[config.mk]
export PLATFORM = sky130hd
export DESIGN_NAME = reg_file_mp
export DESIGN_NICKNAME = d
export VERILOG_FILES = /design/src/rtl/reg_file_mp.sv
export SDC_FILE = /design/constraint.sdc
export NUM_CORES = 2
export LEC_CHECK = 0
export CAP_MARGIN = 10
export CORE_ASPECT_RATIO = 0.8
export CORE_MARGIN = 2
export CORE_UTILIZATION = 45
export CTS_CLUSTER_SIZE = 8
export DETAILED_ROUTE_END_ITERATION = 7
export HOLD_SLACK_MARGIN = 0.1
export PLACE_DENSITY_LB_ADDON = 0.15
export SYNTH_ARGS = -nofsm -noshare
export SYNTH_HDL_FRONTEND = slang
export SYNTH_SLANG_ARGS = --single-unit
[constraint.sdc]
create_clock -name iClk -period 11.18 [get_ports iClk]
set_clock_uncertainty 0.1 [all_clocks]
set_input_delay 2.236 -clock iClk [delete_from_list [all_inputs] [get_ports iClk]]
set_output_delay 2.236 -clock iClk [all_outputs]
set_load 0.005 [all_outputs]
[src/rtl/reg_file_mp.sv]
/******************************************************************************
 * Module   : reg_file_mp
 * Purpose  : Multi-read, dual-write register file with registered write-first
 *            reads and a self-sequenced clear walk on reset or request.
 * Revision : 1.0 - initial release
 ******************************************************************************/
`default_nettype none

module reg_file_mp #(
  parameter int DATA_WIDTH = 32,
  parameter int ADDR_WIDTH = 5,
  parameter int NUM_READ   = 2,
  parameter int ZERO_REG   = 1
) (
  input  logic                             iClk,
  input  logic                             iRst_n,
  input  logic [NUM_READ*ADDR_WIDTH-1:0]   iAddrRead,
  input  logic [NUM_READ-1:0]              iEnRead,
  output logic [NUM_READ*DATA_WIDTH-1:0]   oDataRead,
  input  logic [ADDR_WIDTH-1:0]            iAddrWrite0,
  input  logic [DATA_WIDTH-1:0]            iDataWrite0,
  input  logic                             iEnWrite0,
  input  logic [ADDR_WIDTH-1:0]            iAddrWrite1,
  input  logic [DATA_WIDTH-1:0]            iDataWrite1,
  input  logic                             iEnWrite1,
  input  logic                             iClear,
  output logic                             oReady
);

  localparam int                    c_DEPTH = 1 << ADDR_WIDTH;
  localparam logic [ADDR_WIDTH-1:0] c_LAST  = ADDR_WIDTH'(c_DEPTH - 1);
  localparam bit                    c_ZERO  = (ZERO_REG != 0);

  typedef enum logic [0:0] {
    CLEAR = 1'b0,
    READY = 1'b1
  } state_t;

  state_t                  r_state;
  logic [ADDR_WIDTH-1:0]   r_clrCnt;
  logic                    r_ready;
  logic [DATA_WIDTH-1:0]   r_mem [c_DEPTH];

  logic w_accept;
  logic w_we0;
  logic w_we1;

  // The edge that requests a clear is already treated as part of the clear.
  assign w_accept = (r_state == READY) && !iClear;
  assign w_we0    = w_accept && iEnWrite0 && !(c_ZERO && (iAddrWrite0 == '0));
  assign w_we1    = w_accept && iEnWrite1 && !(c_ZERO && (iAddrWrite1 == '0));

  always_ff @(posedge iClk) begin
    if (!iRst_n) begin
      r_state  <= CLEAR;
      r_clrCnt <= '0;
      r_ready  <= 1'b0;
    end else begin
      case (r_state)
        CLEAR: begin
          if (r_clrCnt == c_LAST) begin
            r_state <= READY;
            r_ready <= 1'b1;
          end else begin
            r_clrCnt <= r_clrCnt + 1'b1;
          end
        end
        READY: begin
          if (iClear) begin
            r_state  <= CLEAR;
            r_clrCnt <= '0;
            r_ready  <= 1'b0;
          end
        end
        default: begin
          r_state  <= CLEAR;
          r_clrCnt <= '0;
          r_ready  <= 1'b0;
        end
      endcase
    end
  end

  // Port 1 is written last so it wins a same-address collision.
  always_ff @(posedge iClk) begin
    if (iRst_n) begin
      if (r_state == CLEAR) begin
        r_mem[r_clrCnt] <= '0;
      end else begin
        if (w_we0) r_mem[iAddrWrite0] <= iDataWrite0;
        if (w_we1) r_mem[iAddrWrite1] <= iDataWrite1;
      end
    end
  end

  assign oReady = r_ready;

  for (genvar i = 0; i < NUM_READ; i++) begin : g_read
    logic [ADDR_WIDTH-1:0] w_addr;
    logic [DATA_WIDTH-1:0] r_data;

    assign w_addr = iAddrRead[i*ADDR_WIDTH +: ADDR_WIDTH];

    always_ff @(posedge iClk) begin
      if (!iRst_n) begin
        r_data <= '0;
      end else if (!w_accept) begin
        r_data <= '0;
      end else if (iEnRead[i]) begin
        if (c_ZERO && (w_addr == '0))
          r_data <= '0;
        else if (w_we1 && (w_addr == iAddrWrite1))
          r_data <= iDataWrite1;
        else if (w_we0 && (w_addr == iAddrWrite0))
          r_data <= iDataWrite0;
        else
          r_data <= r_mem[w_addr];
      end
    end

    assign oDataRead[i*DATA_WIDTH +: DATA_WIDTH] = r_data;
  end

endmodule

`default_nettype wire
# Word-level counts from Yosys, hierarchy flattened
# Memories as Yosys holds them, arrays and structs flattened.
# Cells that the tools add are included.
[op_classes] addsub=1 n_mux=29 n_eq_ne=8 bitwise=1 reduce_logical=20
[ops] cell="32-bit two-way mux" count=7
[ops] cell="32-bit OR reduction" count=1
[ops] cell="5-bit == test" count=4
[ops] cell="5-bit logical NOT" count=4
[ops] cell="1-bit two-way mux" count=16
[ops] cell="5-bit two-way mux" count=3
[ops] cell="5-bit case mux with 2 select lines" count=1
[ops] cell="1-bit logical AND" count=9
[ops] cell="2-bit != test, second input constant" count=3
[ops] cell="2-bit AND reduction" count=3
[ops] cell="5-bit by 1-bit adder with 5-bit output, second input constant" count=1
[ops] cell="5-bit == test, second input constant" count=1
[ops] cell="1-bit case mux with 2 select lines" count=2
[ops] cell="1-bit logical NOT" count=3
[ops] cell="1-bit NOT" count=1
[totals] ff_bits=71 n_memories=1 input_bits=91 out_inout_bits=65 elab_cells=65 mem_bits_rw=1024
[memory_table] memory="r_mem" words=32 word_bits=32 rd=2 rd_ports_with_merged_regs=0 write_ports=2 line_no="42" source="logic [DATA_WIDTH-1:0] r_mem [c_DEPTH];"

# Longest topological paths before layout
[logic_depth] ltp_word=10 mapped_depth=11 depth_no_buf=7

# Worst setup path after synthesis
# No wires, ideal clock.
[synth_path] path_kind="input to register" startpoint="input iAddrWrite0[2]" endpoint="memory r_mem[2][0], enable pin" n_path_buf=2 cell_stages=7 t_required_ns=10.647 arrival_time_ns=5.260 path_slack_ns=5.387 setup_time_ns=0.433 cell_sequence="or4_4 > o211a_1 > buf_2 > buf_6 > o31ai_2 > nand2_1 > o22ai_1"
[synth_rtl] item="start, declared" line_no="20" source="input logic [ADDR_WIDTH-1:0] iAddrWrite0,"
[synth_rtl] item="end, declared" line_no="42"

==> flow_metrics.tcl <==
set metrics [dict create \
    num_vias 47500 \
    gp_congestion 0.841 \
    synth_fp_nets 5388 \
    initial_core_util_pct 45.3 \
    grt_pass1_wl_um 333000 \
    min_period_ns 5.97 \
    ios 156 \
    setup-tns-final_ns 0 \
    die_width_um 421 \
    critPathTopFamily "compound AO/OA/AOI/OAI gates" \
    hold_viol_final 0 \
    cts-resized-gates 0 \
    cts_hold_buffers 0 \
    overflow 0 \
    powerDensity_nw_per_um2 138 \
    dp_hpwl_um 134000 \
    grt_max_degree 115 \
    cts_tree "built" \
    track_usage_pct 32.8 \
    nets 5204 \
    path_clk_slew_ns 0.05 \
    p_leak_nw 20.8 \
    coreArea_um2 138000 \
    fin_util_pct 50.6 \
    post_cts_buffers 0 \
    die_h_um 338 \
    setup_slack_ns 5.21 \
    ctsHtreeMaxLevel 4 \
    cp_num_buf_inv 2 \
    cap_violations 0 \
    min-delay-path-class "flop to flop" \
    post-place-ws_ns 4.56 \
    die_area_um2 142000 \
    cts_inserted_buffers 155 \
    synth_edf_count 1024 \
    synth_ff_type "edfxtp_1" \
    antenna_left 0 \
    worst_pin_slew_ns 1.32 \
    avgViaCountPerCell 6.69 \
    dp_cells 6814 \
    slew_headroom_pct 12.0 \
    first_pass_iters 6 \
    ctsLongestPathBuffers 3 \
    grt_pass1_vias 44700 \
    crit_slowest_cell "o22ai_4" \
    critPathMaxStageDelay_ns 0.98 \
    area_growth_pct 11.7 \
    yosys_warnings 0 \
    ys_async_sr_fraction_pct 0 \
    syn_avg_cell_area_um2 11.8 \
    drt-total-wl_um 236000 \
    cp.arrival_ns 6.29 \
    syn-cell-area_um2 62700 \
    crit_type "primary input to flop" \
    cp_cell_sequence "clkdlybuf4s50_1 -> or4_4 -> o211a_4 -> nor2_2 -> a21o_1 -> nand2_1 -> o22ai_4 -> buf_4" \
    drive_above_1_share_pct 19.3 \
    clk_latency_ns 0.80 \
    io_buffers 155 \
    start_kind "primary input" \
    synthDistinctLibCells 70 \
    num_rows 122 \
    cts.sinks 1095 \
    status "finished, final reports clean" \
    vdd_ir_drop_max_v 0.000171 \
    stdcell_count 7103 \
    slew_violations 0 \
    ys_seq_area_share_pct 51.3 \
    worstSetupEndpointType "flop" \
    root_buffer "clkbuf_16" \
    ys_seq_elements 1095 \
    fin_crit_sh_pct 53.4 \
    drcViolationCount 0 \
    fmax_ghz 0.167 \
    worstPathRequired_ns 11.50 \
    syn_inst 5295 \
    drt-wirelength-per-cell_um 33.2 \
    antenna_found_initial 11 \
    drt_iter0_drc 8226 \
    rsz0062_at_grt "no" \
    critPathMaxFanout 47 \
    finalSetupViolations 0 \
]
[metrics by stage]
stage               power, W  hold WS (ns)  instance area [um^2]
global route         0.00986         0.433                 70000
global placement     0.00518         0.393                 65500
detailed placement   0.00519         0.384                 65500
finish               0.00967         0.395                 70000
CTS                  0.00966         0.399                 70000
floorplan            0.00494         0.362                 62700
[cell usage after synthesis, drive strengths merged (2+ instances only)]
master / count / area [um^2]
nand2: 1134 / 4300
o21ai: 1120 / 5610
edfxtp: 1024 / 30700
mux4: 509 / 11500
clkbuf: 398 / 1560
buf: 240 / 1350
a221oi: 124 / 1440
mux2i: 112 / 1120
a22oi: 97 / 728
nor2: 76 / 370
dfxtp: 71 / 1420
nor2b: 68 / 435
a211oi: 62 / 465
o22ai: 62 / 388
inv: 42 / 158
a21oi: 37 / 189
nand2b: 33 / 206
xnor2: 15 / 131
nand3: 7 / 40.0
nand3b: 6 / 45.0
xor2: 5 / 43.8
and2: 4 / 25.0
and3: 4 / 25.0
nor3: 4 / 20.0
a21o: 3 / 22.5
a31o: 3 / 26.3
or4: 3 / 26.3
a31oi: 2 / 27.5
a32oi: 2 / 17.5
and3b: 2 / 17.5
ha: 2 / 25.0
nand4: 2 / 12.5
nor3b: 2 / 15.0
nor4: 2 / 27.5
nor4b: 2 / 32.5
or3: 2 / 13.8
or3b: 2 / 17.5
[flip-flops by register name, summed over array words and instances, names as in the netlist]
name	count
g_read.r_data	64
oReady	1
r_clrCnt	5
r_mem	1024
r_state	1
[where the power goes]
part / internal [W] / leakage [nW] / switching, W
sequential: 0.00445 / 9.26 / 0.0000124
clock: 0.00265 / 2.17 / 0.00190
combinational: 0.000224 / 9.35 / 0.000435
total: 0.00732 / 20.8 / 0.00235
[routing by layer]
metal  part of all wire, %  GRT usage, %
met4                   3.2          10.9
met1                    40          48.2
met3                    14          8.63
met2                    43          47.5
met5                 0.021             0
[cells by family after synthesis]
group / after synthesis / synth area share (%)
AO/OA/AOI/OAI: 1521 / 14.4
buffers and inverters: 680 / 4.88
XOR/XNOR: 20 / 0.279
AND/OR/NAND/NOR: 1355 / 9.01
adder cells (fa/ha/maj): 2 / 0.0399
multiplexers: 622 / 20.1
flip-flops: 1095 / 51.3
[path summary, 6_finish.rpt]
check | to | from | slack [ns] | cells after the start
worst max-delay path | r_mem[9][5] | iAddrWrite0[2] | 5.21 | 8
worst min-delay path | oReady | oReady | 0.40 | 2
worst max register to register | r_mem[9][5] | r_state | 6.87 | 7
worst min register to register | oReady | oReady | 0.40 | 2
[cell usage in the layout (no fill, tap or decap), drive strengths merged, types with 6 or more instances in the layout]
master	count
a211oi	62
a21oi	37
a221oi	124
a22oi	97
buf	153
clkbuf	273
clkdlybuf4s50	144
clkinv	9
dfxtp	71
edfxtp	1024
inv	46
mux2i	112
mux4	509
nand2	1134
nand2b	33
nand3	7
nand3b	6
nor2	76
nor2b	68
o21ai	1120
o22ai	62
xnor2	15
[worst reg2reg max path, stage by stage, from the launching register on]
cell and delay [ns]:
dfxtp_1 0.48, and3b_1 0.31, o211a_4 0.83, nand3_1 0.22
o31ai_2 0.11, nand2_1 0.28, o22ai_4 0.99, buf_4 0.61
[area by class of cell]
class	instances	area, um^2
inverters	42	159
fillers	11900	68300
diodes	3	7.51
clock buffers	273	4390
well taps	1860	2330
multi-input cells	3520	28100
flip-flops and latches	1095	32200
repair buffers	297	2670
clock inverters	13	191
(Power assumes the default switching activity.)
